<file path="src/rtl/hamming_pkg.sv">
// Shared constants and types for the serial (15,11) Hamming link.
package hamming_pkg;
    localparam int HAM_DATA_W = 11;
    localparam int HAM_CODE_W = 15;
    localparam int HAM_LAT    = 30;
    localparam int HAM_CNT_W  = 16;

    typedef enum logic [1:0] {
        ST_IDLE,
        ST_RUN,
        ST_DRAIN
    } tx_state_e;
endpackage

</file>
<file path="src/rtl/hamming_link_ctrl_if.sv">
// Word-side handshakes and serial chain signals of the link controller.
interface hamming_link_ctrl_if import hamming_pkg::*; #(
    parameter int DATA_W = HAM_DATA_W
);
    logic [DATA_W-1:0] in_data;
    logic              in_valid;
    logic              in_ready;
    logic [DATA_W-1:0] out_data;
    logic              out_valid;
    logic              out_ready;
    logic              sl_inn;
    logic              shift;
    logic              sl_out;

    modport master (
        output in_data, in_valid, out_ready, sl_out,
        input  in_ready, out_data, out_valid, sl_inn, shift
    );

    modport slave (
        input  in_data, in_valid, out_ready, sl_out,
        output in_ready, out_data, out_valid, sl_inn, shift
    );
endinterface

</file>
<file path="src/rtl/hamming_deser.sv">
// RX capture: samples decoded bits LSB first and holds the word until taken.
module hamming_deser import hamming_pkg::*; #(
    parameter int DATA_W = HAM_DATA_W,
    parameter int CNT_W  = HAM_CNT_W
) (
    input  logic              clk,
    input  logic              RST,
    input  logic              i_shift,
    input  logic              i_start,
    input  logic              i_bit,
    input  logic              i_ready,
    output logic [DATA_W-1:0] o_data,
    output logic              o_valid,
    output logic              o_active,
    output logic              stall_req,
    output logic [CNT_W-1:0]  o_rx_frames
);
    localparam int BW = $clog2(DATA_W);
    localparam logic [BW-1:0] LAST = BW'(DATA_W - 1);

    logic              r_act, w_act;
    logic [BW-1:0]     r_cnt, w_cnt;
    logic [DATA_W-1:0] r_sh, w_sh;
    logic [DATA_W-1:0] r_data, w_data;
    logic              r_valid, w_valid;
    logic [CNT_W-1:0]  r_rx, w_rx;
    logic [DATA_W-1:0] w_smp;

    always_comb begin
        w_act   = r_act;
        w_cnt   = r_cnt;
        w_sh    = r_sh;
        w_data  = r_data;
        w_valid = r_valid;
        w_rx    = r_rx;
        w_smp   = {i_bit, r_sh[DATA_W-1:1]};
        if (r_valid && i_ready)
            w_valid = 1'b0;
        if (i_shift && r_act) begin
            w_sh = w_smp;
            if (r_cnt == LAST) begin
                w_act   = 1'b0;
                w_cnt   = '0;
                w_data  = w_smp;
                w_valid = 1'b1;
                w_rx    = r_rx + 1'b1;
            end else begin
                w_cnt = r_cnt + 1'b1;
            end
        end else if (i_shift && i_start) begin
            w_sh  = w_smp;
            w_act = 1'b1;
            w_cnt = BW'(1);
        end
    end

    // Predicts a last-bit sample that would collide with an unconsumed word.
    assign stall_req = w_act && w_valid && (w_cnt == LAST);

    always_ff @(posedge clk) begin
        if (RST) begin
            r_act   <= 1'b0;
            r_cnt   <= '0;
            r_sh    <= '0;
            r_data  <= '0;
            r_valid <= 1'b0;
            r_rx    <= '0;
        end else begin
            r_act   <= w_act;
            r_cnt   <= w_cnt;
            r_sh    <= w_sh;
            r_data  <= w_data;
            r_valid <= w_valid;
            r_rx    <= w_rx;
        end
    end

    assign o_data      = r_data;
    assign o_valid     = r_valid;
    assign o_active    = r_act;
    assign o_rx_frames = r_rx;
endmodule

</file>
<file path="src/rtl/hamming_link_ctrl.sv">
// Frame-slot sequencer feeding the serial Hamming chain and collecting its output.
module hamming_link_ctrl import hamming_pkg::*; #(
    parameter int DATA_W    = HAM_DATA_W,
    parameter int FRAME_LEN = HAM_CODE_W,
    parameter int LAT       = HAM_LAT,
    parameter int CNT_W     = HAM_CNT_W
) (
    input  logic               clk,
    input  logic               RST,
    hamming_link_ctrl_if.slave bus,
    output logic               busy,
    output logic [CNT_W-1:0]   tx_frames,
    output logic [CNT_W-1:0]   rx_frames
);
    localparam int PW = $clog2(FRAME_LEN);
    localparam int FW = $clog2(LAT / FRAME_LEN + 2);
    localparam logic [PW-1:0] P_LAST = PW'(FRAME_LEN - 1);

    tx_state_e         r_state, w_state;
    logic [PW-1:0]     r_pos, w_pos;
    logic [DATA_W-1:0] r_txsh, w_txsh;
    logic              r_sl, w_sl;
    logic              r_shift, w_shift;
    logic              r_dslot, w_dslot;
    logic              r_stg_v, w_stg_v;
    logic [DATA_W-1:0] r_stg, w_stg;
    logic              r_rdy, w_rdy;
    logic [LAT-1:0]    r_tag, w_tag;
    logic [FW-1:0]     r_infl, w_infl;
    logic [CNT_W-1:0]  r_tx, w_tx;

    logic              w_acc, w_bnd, w_ins, w_tout;
    logic              w_have, w_load, w_cap, w_stall;
    logic [DATA_W-1:0] w_word;

    always_comb begin
        w_state = r_state;
        w_pos   = r_pos;
        w_txsh  = r_txsh;
        w_sl    = r_sl;
        w_dslot = r_dslot;
        w_stg_v = r_stg_v;
        w_stg   = r_stg;
        w_tag   = r_tag;
        w_tx    = r_tx;
        w_acc   = bus.in_valid && r_rdy;
        w_bnd   = r_shift && (r_pos == P_LAST);
        w_ins   = r_shift && r_dslot && (r_pos == '0);
        w_tout  = r_shift && r_tag[LAT-1];
        w_have  = r_stg_v || w_acc;
        w_word  = r_stg_v ? r_stg : bus.in_data;
        w_infl  = r_infl + FW'(w_ins) - FW'(w_tout);
        if (w_acc) begin
            w_stg_v = 1'b1;
            w_stg   = bus.in_data;
            w_tx    = r_tx + 1'b1;
        end
        if (r_shift) begin
            w_tag  = {r_tag[LAT-2:0], w_ins};
            w_pos  = r_pos + 1'b1;
            w_sl   = r_txsh[0];
            w_txsh = r_txsh >> 1;
        end
        if (w_bnd) begin
            w_pos   = '0;
            w_sl    = 1'b0;
            w_txsh  = '0;
            w_dslot = 1'b0;
        end
        // A word accepted this very cycle may go straight into the shifter.
        w_load = w_have && (w_bnd || (r_state == ST_IDLE));
        if (w_load) begin
            w_stg_v = 1'b0;
            w_pos   = '0;
            w_sl    = w_word[0];
            w_txsh  = w_word >> 1;
            w_dslot = 1'b1;
        end
        unique case (r_state)
            ST_IDLE:
                if (w_acc)
                    w_state = ST_RUN;
            ST_RUN:
                if (w_bnd && !w_have)
                    w_state = ST_DRAIN;
            ST_DRAIN:
                if (w_acc)
                    w_state = ST_RUN;
                else if (w_bnd && (w_infl == '0) && !w_tout && !w_cap)
                    w_state = ST_IDLE;
            default:
                w_state = ST_IDLE;
        endcase
        w_rdy   = !w_stg_v;
        w_shift = (w_state != ST_IDLE) && !w_stall;
    end

    always_ff @(posedge clk) begin
        if (RST) begin
            r_state <= ST_IDLE;
            r_pos   <= '0;
            r_txsh  <= '0;
            r_sl    <= 1'b0;
            r_shift <= 1'b0;
            r_dslot <= 1'b0;
            r_stg_v <= 1'b0;
            r_stg   <= '0;
            r_rdy   <= 1'b0;
            r_tag   <= '0;
            r_infl  <= '0;
            r_tx    <= '0;
        end else begin
            r_state <= w_state;
            r_pos   <= w_pos;
            r_txsh  <= w_txsh;
            r_sl    <= w_sl;
            r_shift <= w_shift;
            r_dslot <= w_dslot;
            r_stg_v <= w_stg_v;
            r_stg   <= w_stg;
            r_rdy   <= w_rdy;
            r_tag   <= w_tag;
            r_infl  <= w_infl;
            r_tx    <= w_tx;
        end
    end

    hamming_deser #(
        .DATA_W (DATA_W),
        .CNT_W  (CNT_W)
    ) u_deser (
        .clk         (clk),
        .RST         (RST),
        .i_shift     (r_shift),
        .i_start     (r_tag[LAT-1]),
        .i_bit       (bus.sl_out),
        .i_ready     (bus.out_ready),
        .o_data      (bus.out_data),
        .o_valid     (bus.out_valid),
        .o_active    (w_cap),
        .stall_req   (w_stall),
        .o_rx_frames (rx_frames)
    );

    assign bus.in_ready = r_rdy;
    assign bus.sl_inn   = r_sl;
    assign bus.shift    = r_shift;
    assign tx_frames    = r_tx;
    assign busy = (r_state != ST_IDLE) || r_stg_v || (r_infl != '0) || w_cap;
endmodule

</file>
<file path="src/flat_wrapper.sv">
// flat-port wrapper written by rule: the top's interface ports become plain ports
module hamming_link_ctrl_flat import hamming_pkg::*;
#(
    parameter int DATA_W    = HAM_DATA_W,
    parameter int FRAME_LEN = HAM_CODE_W,
    parameter int LAT       = HAM_LAT,
    parameter int CNT_W     = HAM_CNT_W
)
  (clk, RST, busy, tx_frames, rx_frames, bus_in_data, bus_in_valid, bus_out_ready, bus_sl_out, bus_in_ready, bus_out_data, bus_out_valid, bus_sl_inn, bus_shift);
  hamming_link_ctrl_if #(.DATA_W(DATA_W)) bus_i ();
  input  logic clk;
  input  logic RST;
  output logic busy;
  output logic [CNT_W-1:0] tx_frames;
  output logic [CNT_W-1:0] rx_frames;
  input wire logic [$bits(bus_i.in_data)-1:0] bus_in_data;
  input wire logic [$bits(bus_i.in_valid)-1:0] bus_in_valid;
  input wire logic [$bits(bus_i.out_ready)-1:0] bus_out_ready;
  input wire logic [$bits(bus_i.sl_out)-1:0] bus_sl_out;
  output wire logic [$bits(bus_i.in_ready)-1:0] bus_in_ready;
  output wire logic [$bits(bus_i.out_data)-1:0] bus_out_data;
  output wire logic [$bits(bus_i.out_valid)-1:0] bus_out_valid;
  output wire logic [$bits(bus_i.sl_inn)-1:0] bus_sl_inn;
  output wire logic [$bits(bus_i.shift)-1:0] bus_shift;
  assign bus_i.in_data = bus_in_data;
  assign bus_i.in_valid = bus_in_valid;
  assign bus_i.out_ready = bus_out_ready;
  assign bus_i.sl_out = bus_sl_out;
  assign bus_in_ready = bus_i.in_ready;
  assign bus_out_data = bus_i.out_data;
  assign bus_out_valid = bus_i.out_valid;
  assign bus_sl_inn = bus_i.sl_inn;
  assign bus_shift = bus_i.shift;
  hamming_link_ctrl #(.DATA_W(DATA_W), .FRAME_LEN(FRAME_LEN), .LAT(LAT), .CNT_W(CNT_W)) u_core (.clk(clk), .RST(RST), .bus(bus_i), .busy(busy), .tx_frames(tx_frames), .rx_frames(rx_frames));
endmodule
</file>
<file path="config.mk">
export PLATFORM = sky130hd
export DESIGN_NAME = hamming_link_ctrl_flat
export DESIGN_NICKNAME = d
export VERILOG_FILES = /design/src/rtl/hamming_pkg.sv /design/src/rtl/hamming_link_ctrl_if.sv /design/src/rtl/hamming_deser.sv /design/src/rtl/hamming_link_ctrl.sv /design/src/flat_wrapper.sv
export SDC_FILE = /design/constraint.sdc
export NUM_CORES = 1
export LEC_CHECK = 0
export ABC_CLOCK_PERIOD_IN_PS = 4670
export CAP_MARGIN = 15
export CORE_UTILIZATION = 59
export DETAILED_ROUTE_END_ITERATION = 8
export HOLD_SLACK_MARGIN = 0.02
export PLACE_DENSITY = 0.94
export SETUP_SLACK_MARGIN = 0.15
export SYNTH_ARGS = -nofsm -noshare
export SYNTH_HDL_FRONTEND = slang
export SYNTH_HIERARCHICAL = 1
export SYNTH_SLANG_ARGS = --single-unit
</file>
<file path="constraint.sdc">
create_clock -name clk -period 4.67 [get_ports clk]
set_input_delay 0.7005 -clock clk [delete_from_list [all_inputs] [get_ports clk]]
set_output_delay 0.7005 -clock clk [all_outputs]
set_load 0.03 [all_outputs]
</file>
[After elaboration in Yosys (flattened, before gate mapping)]
Index checks and enable logic that the tools add are counted.
Cells by class
  add/sub/neg operators: 6
  eq/ne operators: 5
  mux-type cells: 27
  reductions and logical operators: 36
Operators by type and width (number)
  11-bit 2-to-1 mux: 3
  16-bit by 1-bit adder with 16-bit output (second input constant): 2
  10-bit 2-to-1 mux: 3
  1-bit logical AND: 15
  1-bit 2-to-1 mux: 13
  4-bit == test (second input constant): 3
  4-bit 2-to-1 mux: 3
  2-bit nonzero test: 5
  4-bit by 1-bit adder with 4-bit output (second input constant): 2
  2-bit 2-to-1 mux: 4
  2-bit one-hot mux with 3 select lines: 1
  1-bit logical NOT: 5
  1-bit logical OR: 5
  2-bit logical NOT: 2
  4-bit logical NOT: 1
  3-bit nonzero test: 1
  3-bit OR reduction: 1
  2-bit by 1-bit adder with 2-bit output: 1
  2-bit by 1-bit == test with 1-bit output (second input constant): 1
  2-bit == test (second input constant): 1
  2-bit AND reduction: 1
  2-bit by 1-bit subtractor with 2-bit output: 1
Word-level totals
  register bits after elaboration: 124
  bits of input ports: 16
  output and inout bits: 48
  word-level logic and storage cells: 92

[Logic depth before layout (Yosys ltp)]
Gate-level depths: netlist of the first run.
  word-level depth: 13
  gate-level depth with buffers: 10
  depth with buffers taken out: 10

[Modules after synthesis]
The synthesis of the first run kept the hierarchy.
By module, submodules not included
  hamming_link_ctrl: instances 1, cells each 345, area each 3219.3 um^2, sequential area each 1601.5 um^2
  hamming_deser: instances 1, cells each 216, area each 1765.4 um^2, sequential area each 860.8 um^2

[Worst setup path after synthesis of the first run]
No wires, ideal clock.
  kind: flip-flop to flip-flop
  start: register u_core.r_shift (netlist: u_core/bus.shift)
  end: register u_core.r_state[1]
  library setup time: 101 ps
  data arrival time: 2601 ps
  data required time: 4569 ps
  setup slack: 1968 ps
  stages on the path, launching flop included: 11
  buffers on the path: 2
  clock period less this slack: 2702 ps
  path through: dfxtp_1 -> buf_1 -> buf_2 -> nand4_1 -> ha_1 -> inv_1 -> ha_1 -> xor2_1 -> xnor2_1 -> a21bo_2 -> o41ai_1
Between the ends
  word-level cells in the longest chain between the ends: 11
  elaborated cells on any way between the ends: 16
  those cells by class: add/sub: 2; mux: 4; reduce/logical: 10
RTL lines
  start: declaration: RTL line hamming_link_ctrl.sv:23  | logic r_shift, w_shift;
  start signal: assignment: RTL line hamming_link_ctrl.sv:117  | r_shift <= w_shift;
  1-bit logical AND (2 in a row): RTL line hamming_link_ctrl.sv:48  | w_ins = r_shift && r_dslot && (r_pos == '0);
  2-bit by 1-bit adder with 2-bit output: RTL line hamming_link_ctrl.sv:52  | w_infl = r_infl + FW'(w_ins) - FW'(w_tout);
  2-bit by 1-bit subtractor with 2-bit output: RTL line hamming_link_ctrl.sv:52
  2-bit logical NOT: RTL line hamming_link_ctrl.sv:89  | else if (w_bnd && (w_infl == '0) && !w_tout && !w_cap)
  1-bit logical AND (3 in a row): RTL line hamming_link_ctrl.sv:89
  2-bit 2-to-1 mux: RTL line hamming_link_ctrl.sv:89
  2-bit 2-to-1 mux: RTL line hamming_link_ctrl.sv:87  | if (w_acc)
  2-bit one-hot mux with 3 select lines (*): RTL line hamming_link_ctrl.sv:79  | unique case (r_state)
  end signal: assignment: RTL line hamming_link_ctrl.sv:113  | r_state <= w_state;
  end: declaration: RTL line hamming_link_ctrl.sv:19  | tx_state_e r_state, w_state;
Every way passes the cells marked *; elsewhere a longest branch is shown, timed or not.
A chain may end at the register's enable or synchronous reset.

[Worst setup path after layout of the first run]
  start: register u_core.r_stg_v
  end: output port busy
Between the ends
  word-level cells in the longest chain between the ends: 3
RTL lines
  start: declaration: RTL line hamming_link_ctrl.sv:25  | logic r_stg_v, w_stg_v;
  start signal: assignment: RTL line hamming_link_ctrl.sv:119  | r_stg_v <= w_stg_v;
  1-bit logical OR (3 in a row): RTL line hamming_link_ctrl.sv:149  | assign busy = (r_state != ST_IDLE) || r_stg_v || (r_infl != '0) || w_cap;
  end: declaration: RTL line flat_wrapper.sv:13  | output logic busy;
Every way passes these cells.

==> impl_metrics.py, run 1 <==
metrics = {
    "outcome": {
        "outcome": "finished, final reports clean",
    },
    "worst_setup_path": {
        "cp-start-kind": "register",
        "path_max_fanout": 17,
        "critPathKind": "reg -> out",
        "endpoint_kind": "primary output",
        "crit_required_ns": 3.97,
        "cp_data_arrival_time_ns": 2.29,
    },
    "placement": {
        "numPortBuffers": 63,
        "pre_cts_ws_ns": 1.92,
        "globalplace.congestion": 0.863,
        "dp_hpwl_microns": 6880,
    },
    "global_route": {
        "grt_antenna_before_repair": 0,
        "grt.overflow.total": 0,
        "grt_pass1_wl_microns": 20300,
        "grt_use_total_pct": 30.1,
        "grt_max_degree": 123,
        "grt_pass1_vias": 4221,
    },
    "floorplanning": {
        "ios": 64,
        "dieArea_sq_um": 8820,
        "fp.coreArea_sq_um": 8180,
        "initial_core_util_pct": 61.0,
        "die_h_microns": 93.9,
        "rows": 33,
        "die_w_microns": 93.9,
    },
    "pwr": {
        "power_density_nw_per_um2": 418,
        "power.ir.vdd_worst_mv": 0.250,
        "leakage_nw": 2.20,
    },
    "sta": {
        "tightest_slew_ns": 1.15,
        "rsz0062_at_grt": "no",
        "max_clock_freq_mhz": 335,
        "maxSlewHeadroom_pct": 23.3,
        "setup_tns_ns": 0,
        "setup_viol": 0,
        "min_period_over_period_pct": 63.9,
        "fin_ws_ns": 1.68,
        "hold_viol": 0,
        "slew_viol_final": 0,
        "whs_ns": 0.459,
        "post-route-min-period_ns": 2.99,
        "finClkSkew_ns": 0.00911,
    },
    "yosys": {
        "synth_edf_count": 0,
        "synthFlopType": "dfxtp_1",
        "synth_cells": 561,
        "syn_nets": 584,
        "syn_area_sq_um": 4980,
        "synth_top_cell_area_share_pct": 49.4,
        "yosysWarnings": 6,
        "ys_seq_area_share_pct": 49.4,
        "syn_area_per_cell_sq_um": 8.89,
        "synth_cell_type_count": 50,
        "synth_seq_cells": 123,
        "async_flop_share_pct": 0,
        "synthTopCellsByArea": "dfxtp_1, nand2_1, mux2i_1, a21oi_1, nor2_1",
        "synth_top_area_cell": "dfxtp_1",
    },
    "job": {
        "cap_violations": 0,
    },
    "clock_network": {
        "post_cts_buffers": 0,
        "cts_num_sinks": 123,
        "cts_max_level": 4,
        "clock_path_buffers": 2,
        "cts_inserted_buffers": 17,
        "cts_tree": "built",
        "ctsResizeCount": 0,
        "cts_hold_buf": 0,
        "root_buffer": "clkbuf_8",
        "clock_latency_ns": 0.52,
        "clk_pin_slew_worst_paths_ns": 0.06,
    },
    "worst_hold_path": {
        "hp-class": "reg -> reg",
    },
    "drt": {
        "viasPerCell": 6.11,
        "drt-wirelength-per-cell_microns": 17.6,
        "first_pass_iters": 6,
        "final_antenna_net_count": 0,
        "vias": 4470,
        "drtIter0Drc": 500,
        "drcViolationCount": 0,
        "routed_wl_microns": 12900,
    },
    "final_layout": {
        "fin_nets": 636,
        "syn2layout_area_growth_pct": 25.9,
        "antenna_cells": 0,
        "fin_util_pct": 76.7,
        "layout-drive-gt1-share_pct": 8.63,
    },
}
## per-layer routing
| metal | vias to the layer above | wire length, microns | global-route usage [%] |
|---|---|---|---|
| met4 | 0 | 446 | 17.1 |
| li1 | 2057 | - | - |
| met5 | - | 0 | 0 |
| met3 | 52 | 855 | 7.69 |
| met1 | 2141 | 4950 | 33.9 |
| met2 | 220 | 6610 | 51.6 |
## worst max-delay path, cell delays in order, from the launching register on
cell and delay [ns]:
dfxtp_1 0.77, nor4_1 0.15, nand2_1 0.16, clkdlybuf4s50_1 0.69
## synthesized netlist by cell type (all sizes together), types with 7 or more instances
library cell,count
a222oi,10
dfxtp,123
nand4,9
a21oi,59
nor3,9
nor2,69
or3,11
clkbuf,24
xnor2,16
buf,8
nand3,9
mux2,11
ha,7
o21ai,18
nand2,85
inv,11
mux2i,30
## path summary, 6_finish.rpt
kind                                  startpoint  cells after the start                             end  slack (ns)
worst max-delay path              u_core/r_stg_v                      3                            busy        1.68
worst min-delay path             u_core/r_stg[8]                      2                 u_core/r_stg[8]        0.46
worst max register to register  u_core/bus.shift                      5  u_core/u_deser/o_rx_frames[15]        1.86
worst min register to register   u_core/r_stg[8]                      2                 u_core/r_stg[8]        0.46
## final cells by class
type | instances | area, sq um
Tap cell | 105 | 131
Clock inverter | 12 | 194
Clock buffer | 20 | 445
Timing Repair Buffer | 65 | 643
Inverter | 11 | 41.3
Fill cell | 477 | 1900
Sequential cell | 123 | 2460
Multi-Input combinational cell | 395 | 2350
## power breakdown
group          internal (mW)  switching [mW]
clock                  0.946           0.476
combinational         0.0481          0.0695
sequential              1.07          0.0202
## sequential cells by signal, summed over array words and instances, names as in the netlist
name and cells:
u_core/r_dslot 1, u_core/bus.shift 1, u_core/r_txsh 10, u_core/u_deser/r_sh 10, u_core/u_deser/o_data 11, u_core/bus.sl_inn 1
u_core/u_deser/r_cnt 4, u_core/u_deser/o_rx_frames 16, u_core/r_stg_v 1, u_core/r_stg 11, u_core/r_pos 4, u_core/r_infl 2
u_core/tx_frames 16, u_core/r_tag 30, u_core/u_deser/o_active 1, u_core/u_deser/o_valid 1, u_core/r_state 2, u_core/bus.in_ready 1
## cell families (layout without fill, tap and decap cells)
| logic type | count (synthesis) | count (layout) | share of synthesized area (%) |
|---|---|---|---|
| compound gates | 103 | 103 | 12.4 |
| xor+xnor | 21 | 21 | 3.69 |
| fa+ha+maj | 7 | 7 | 1.76 |
| buf+inv | 43 | 108 | 3.36 |
| flops | 123 | 123 | 49.4 |
| mux | 41 | 41 | 8.51 |
| simple gates | 223 | 223 | 20.9 |
## metrics by stage
step	total power, mW	cells	instance area, sq um
finish	2.62	731	6270
global placement	1.21	699	5630
CTS	2.63	731	6270
detailed placement	1.22	699	5630
global route	2.69	731	6270
floorplan	1.18	561	4980
## placed cells by master, fill, tap and decap left out, types with 7 or more instances in the layout
cell             count
a21oi_1             59
a222oi_1            10
clkbuf_16           16
clkdlybuf4s50_1     62
dfxtp_1            122
ha_1                 7
inv_1               11
mux2_2              11
mux2i_1             30
nand2_1             84
nand3_1              9
nand4_1              9
nor2_1              69
nor3_1               9
o21ai_0             18
or3_1               11
xnor2_1             16
(Power assumes the default switching activity.)
==> run 2: changes to the inputs <==
--- a/config.mk
+++ b/config.mk
@@ -5,12 +5,12 @@
 export SDC_FILE = /design/constraint.sdc
 export NUM_CORES = 1
 export LEC_CHECK = 0
-export ABC_CLOCK_PERIOD_IN_PS = 4670
+export ABC_CLOCK_PERIOD_IN_PS = 2500
 export CAP_MARGIN = 15
-export CORE_UTILIZATION = 59
+export CORE_UTILIZATION = 49
 export DETAILED_ROUTE_END_ITERATION = 8
 export HOLD_SLACK_MARGIN = 0.02
-export PLACE_DENSITY = 0.94
+export PLACE_DENSITY = 0.85
 export SETUP_SLACK_MARGIN = 0.15
 export SYNTH_ARGS = -nofsm -noshare
 export SYNTH_HDL_FRONTEND = slang
==> constraint.sdc (replaced) <==
create_clock -name clk -period 2.5 [get_ports clk]
set_input_delay 0.375 -clock clk [delete_from_list [all_inputs] [get_ports clk]]
set_output_delay 0.375 -clock clk [all_outputs]
set_load 0.03 [all_outputs]
==> run 2 against run 1 <==
Effect of this change: wire length decreased by 11%; largest power group unchanged; clock power increased by 55%; clock skew decreased by 0.0015 ns.
==> impl_metrics.py, run 2 (same netlist as run 1, synthesis figures left out) <==
metrics = {
    "worst_setup_path": {
        "crit_path_cell_trace": "buf_4 > nor4_1 > nand2_1 > dlygate4sd2_1",
        "critPathKind": "reg -> out",
        "cp_num_buf_inv": 2,
        "cpLargestDelayFamily": "buffers and inverters",
        "cp-start-kind": "register",
        "path_max_fanout": 7,
        "cp_data_arrival_time_ns": 1.76,
        "r2r-start": "u_core/r_pos[0]",
        "cp_slowest_cell": "dlygate4sd2_1",
        "endpoint_kind": "primary output",
        "setup.worst_path.start": "u_core/u_deser/o_active",
        "slowest_delay_ns": 0.37,
        "crit_required_ns": 2.12,
    },
    "sta": {
        "setup_viol": 0,
        "fin_ws_ns": 0.366,
        "rsz0062_at_grt": "no",
        "post-route-min-period_ns": 2.13,
        "slew_viol_final": 0,
        "hold_viol": 0,
        "tightest_slew_ns": 0.780,
        "finClkSkew_ns": 0.00759,
        "max_clock_freq_mhz": 469,
        "setup_tns_ns": 0,
        "min_period_over_period_pct": 85.4,
        "whs_ns": 0.329,
        "maxSlewHeadroom_pct": 48.0,
    },
    "clock_network": {
        "root_buffer": "clkbuf_8",
        "clock_path_buffers": 2,
        "cts_max_level": 4,
        "cts_tree": "built",
        "clk_pin_slew_worst_paths_ns": 0.06,
        "cts_num_sinks": 123,
        "cts_hold_buf": 0,
        "clock_latency_ns": 0.51,
        "cts_inserted_buffers": 17,
    },
    "pwr": {
        "pwr-share-clk_pct": 49.5,
        "leakage_nw": 2.21,
        "power_switching_mw": 1.05,
        "p_comb_share_pct": 5.2,
        "power.ir.vdd_worst_mv": 0.410,
        "power_density_nw_per_um2": 707,
        "p_seq_share_pct": 45.4,
        "internal_power_mw": 3.40,
        "swShare_pct": 23.6,
    },
    "outcome": {
        "outcome": "finished, final reports clean",
    },
    "drt": {
        "drt-wirelength-per-cell_microns": 14.8,
        "drcViolationCount": 0,
        "drtIter0Drc": 316,
        "viasPerCell": 5.54,
        "vias": 4262,
        "final_antenna_net_count": 0,
        "first_pass_iters": 6,
        "routed_wl_microns": 11400,
    },
    "job": {
        "cap_violations": 0,
    },
    "placement": {
        "globalplace.congestion": 0.787,
        "pre_cts_ws_ns": 0.314,
        "numPortBuffers": 63,
        "dp_hpwl_microns": 7280,
    },
    "floorplanning": {
        "dieArea_sq_um": 10600,
        "rows": 36,
        "fp.coreArea_sq_um": 9820,
        "die_w_microns": 103,
        "initial_core_util_pct": 50.8,
        "die_h_microns": 103,
        "ios": 64,
    },
    "final_layout": {
        "antenna_cells": 0,
        "layout-drive-gt1-share_pct": 10.1,
        "syn2layout_area_growth_pct": 26.3,
        "top_register": "u_core/r_tag",
        "layout_common_cells": "dfxtp_1, nand2_1, nor2_1",
        "largest_reg_flops": 30,
        "final_common_cell": "dfxtp_1",
        "fin_nets": 646,
    },
    "global_route": {
        "grt.overflow.total": 0,
        "grt_antenna_before_repair": 0,
        "grt_use_total_pct": 21.8,
        "grt_pass1_wl_microns": 18100,
        "grt_max_degree": 51,
        "grt_pass1_vias": 4016,
    },
    "worst_hold_path": {
        "hold_start": "RST",
        "hp-class": "in -> reg",
    },
}
==> run 2: power by group through the flow <==
stage          registers (mW)  clock network [mW]  logic [mW]
6_report                 2.02                2.20       0.230
5_1_grt                  2.02                2.31       0.249
4_1_cts                  2.02                2.23       0.216
3_5_place_dp             2.07                   0       0.216
3_3_place_gp             2.06                   0       0.209
2_1_floorplan            2.06                   0       0.143
==> run 2: metrics by stage <==
| step | power, mW | area (sq um) | utilization, % | std cells |
|---|---|---|---|---|
| after floorplan | 2.20 | 4990 | - | 561 |
| after global placement | 2.27 | 5740 | 58.4 | 736 |
| after global routing | 4.59 | 6300 | 64.1 | 769 |
| after detailed placement | 2.28 | 5740 | 58.4 | 736 |
| final | 4.45 | 6300 | 64.1 | 769 |
| after CTS | 4.47 | 6280 | 64.0 | 768 |
==> run 2: routing by layer <==
metal  part of all wire, %  GRT usage [%]  wire length (microns)
met5                     0              0                      0
met4                   1.7           9.64                    192
met3                   5.0           4.00                    570
met2                    50           37.5                   5690
met1                    43           26.7                   4930
==> run 2: timing repair <==
action                                  CTS  global route
buffers inserted                          0             1
gates resized for setup                   1             0
endpoints found under the hold margin     0             0
pin swaps                                 0             0
endpoints found under the setup margin    1             1
==> run 2: final cells by class <==
class	instances	area, sq um
clock buffers	18	418
clock inverters	14	125
fillers	776	3520
inverters	11	41.3
multi-input cells	395	2350
flip-flops and latches	123	2470
well taps	133	166
repair buffers	75	724
==> run 2: worst paths after layout <==
path	to	cells past startpoint	slack [ns]
worst max register to register	u_core/r_state[1]	10	0.37
worst max-delay path	busy	4	0.37
worst min-delay path	u_core/r_tag[29]	2	0.33
worst min register to register	u_core/r_stg[1]	2	0.46
==> run 3: changes to the inputs <==
--- a/config.mk
+++ b/config.mk
@@ -7,10 +7,12 @@
 export LEC_CHECK = 0
 export ABC_CLOCK_PERIOD_IN_PS = 2500
 export CAP_MARGIN = 15
-export CORE_UTILIZATION = 49
+export CORE_ASPECT_RATIO = 1.75
+export CORE_UTILIZATION = 56
 export DETAILED_ROUTE_END_ITERATION = 8
+export DONT_BUFFER_PORTS = 1
 export HOLD_SLACK_MARGIN = 0.02
-export PLACE_DENSITY = 0.85
+export PLACE_DENSITY = 0.84
 export SETUP_SLACK_MARGIN = 0.15
 export SYNTH_ARGS = -nofsm -noshare
 export SYNTH_HDL_FRONTEND = slang
==> run 3 against run 2 <==
Effect of this change: non-clock buffer count decreased by 49; sequential share of layout area increased by 3.1 points; hold slack got worse by 0.29 ns; critical endpoint is now u_core/r_state[1]; fmax increased by 0.61%; setup slack improved by 0.013 ns; largest cell class unchanged; final cell count decreased by 8.5%; largest power group unchanged.
==> impl_metrics.py, run 3 (same netlist as run 1, synthesis figures left out) <==
metrics = {
    "outcome": {
        "outcome": "finished, final reports clean",
    },
    "final_layout": {
        "antenna_cells": 0,
        "syn2layout_area_growth_pct": 17.1,
        "fin_util_pct": 67.3,
        "largest_reg_flops": 30,
        "fill_cells": 654,
        "multiInputGateArea_sq_um": 2350,
        "seq_area_sq_um": 2470,
        "fin_nets": 597,
        "layout_common_cells": "dfxtp_1, nand2_1, nor2_1",
        "layout-drive-gt1-share_pct": 12.6,
        "top_register": "u_core/r_tag",
        "final_common_cell": "dfxtp_1",
    },
    "drt": {
        "drcViolationCount": 0,
        "first_pass_iters": 5,
        "routed_wl_microns": 10800,
        "final_antenna_net_count": 0,
        "vias": 4108,
        "viasPerCell": 5.84,
        "drt-wirelength-per-cell_microns": 15.3,
        "drtIter0Drc": 253,
    },
    "worst_setup_path": {
        "crit_required_ns": 2.80,
        "path_max_fanout": 4,
        "cp_data_arrival_time_ns": 2.42,
        "rr_worst_depth": 10,
        "endpoint_kind": "register",
        "r2r-end": "u_core/r_state[1]",
        "rrSetupSlack_ns": 0.38,
        "critPathKind": "reg -> reg",
        "cp-start-kind": "register",
        "r2r-start": "u_core/r_pos[0]",
    },
    "sta": {
        "hold_viol": 0,
        "setup_viol": 0,
        "finClkSkew_ns": 0.00677,
        "maxSlewHeadroom_pct": 53.0,
        "slew_viol_final": 0,
        "rsz0062_at_grt": "no",
        "post-route-min-period_ns": 2.12,
        "max_clock_freq_mhz": 471,
        "setup_tns_ns": 0,
        "min_period_over_period_pct": 84.8,
        "tightest_slew_ns": 0.705,
    },
    "job": {
        "cap_violations": 0,
    },
    "pwr": {
        "p_seq_share_pct": 42.5,
        "pwr-share-clk_pct": 54.0,
        "power_density_nw_per_um2": 814,
        "power_switching_mw": 0.974,
        "leakage_nw": 2.10,
        "internal_power_mw": 3.78,
        "p_comb_share_pct": 3.4,
        "power.ir.vdd_worst_mv": 0.569,
        "swShare_pct": 20.5,
    },
    "floorplanning": {
        "die_w_microns": 73.3,
        "initial_core_util_pct": 57.5,
        "fp.coreArea_sq_um": 8670,
        "dieArea_sq_um": 9300,
        "die_h_microns": 127,
        "ios": 64,
        "rows": 45,
    },
    "worst_hold_path": {
        "hold_start": "RST",
        "whs_endpoint": "u_core/u_deser/o_rx_frames[0]",
        "hp-class": "in -> reg",
        "whs_path_depth": 1,
    },
    "placement": {
        "numPortBuffers": 0,
        "globalplace.congestion": 0.799,
        "dp_hpwl_microns": 6850,
    },
    "clock_network": {
        "ctsResizeCount": 0,
        "post_cts_buffers": 0,
        "clk_pin_slew_worst_paths_ns": 0.05,
        "cts_max_level": 4,
        "cts_inserted_buffers": 17,
        "clock_path_buffers": 2,
        "root_buffer": "clkbuf_16",
        "cts_num_sinks": 123,
        "cts_tree": "built",
        "clock_latency_ns": 0.41,
        "cts_hold_buf": 1,
    },
    "global_route": {
        "grt.overflow.total": 0,
        "grt_max_degree": 122,
        "grt_use_total_pct": 24.0,
        "grt_pass1_wl_microns": 17300,
        "grt_antenna_before_repair": 0,
        "grt_pass1_vias": 4040,
    },
}
[run 3: worst max path at each step]
stage               slack, ns                              to  cells after the start        startpoint
floorplan                0.18               u_core/r_state[1]                     10  u_core/bus.shift
CTS                      0.38               u_core/r_state[1]                     10   u_core/r_pos[0]
global route             0.29               u_core/r_state[1]                     10   u_core/r_pos[0]
global placement         0.55  u_core/u_deser/o_rx_frames[15]                      4  u_core/bus.shift
detailed placement       0.43               u_core/r_state[1]                     10   u_core/r_pos[0]
finish                   0.38               u_core/r_state[1]                     10   u_core/r_pos[0]
[run 3: cell type report]
type,instances,area share (%)
Clock buffer,20,7.85
Sequential cell,123,42.3
Tap cell,117,2.51
Multi-Input combinational cell,395,40.4
Clock inverter,12,2.89
Inverter,11,0.708
Timing Repair Buffer,26,3.43
[run 3: metrics by stage]
stage	power, mW	cell area (sq um)	cells	setup slack (ns)	hold WS [ns]
CTS	4.78	5830	703	0.380	0.0205
floorplan	2.20	4990	561	0.181	0.432
detailed placement	2.22	5190	670	0.426	0.442
finish	4.75	5840	704	0.379	0.0364
global route	4.89	5840	704	0.291	0.0203
global placement	2.21	5190	670	0.547	0.432
[run 3: power by group through the flow]
stage	combinational [mW]	clock, mW	sequential (mW)
global placement	0.151	0	2.06
detailed placement	0.157	0	2.06
global route	0.177	2.69	2.02
floorplan	0.143	0	2.06
CTS	0.161	2.60	2.02
finish	0.164	2.57	2.02
[run 3: metal layers]
layer  part of all wire (%)  GRT usage (%)  vias to the layer above  wire, microns
met2                     56           44.5                      131           5980
li1                       -              -                     1978              -
met4                    1.8           13.2                        0            192
met1                     37           22.0                     1982           3960
met3                    5.9           8.02                       17            635
met5                      0              0                        -              0
[run 3: critical path, cell delays in order (launching register included)]
cell	delay (ns)
dfxtp_1	0.34
inv_1	0.09
ha_1	0.14
nand4_1	0.12
ha_1	0.31
inv_1	0.04
ha_1	0.18
xor2_1	0.15
xnor2_1	0.17
a21bo_2	0.22
o41ai_1	0.26
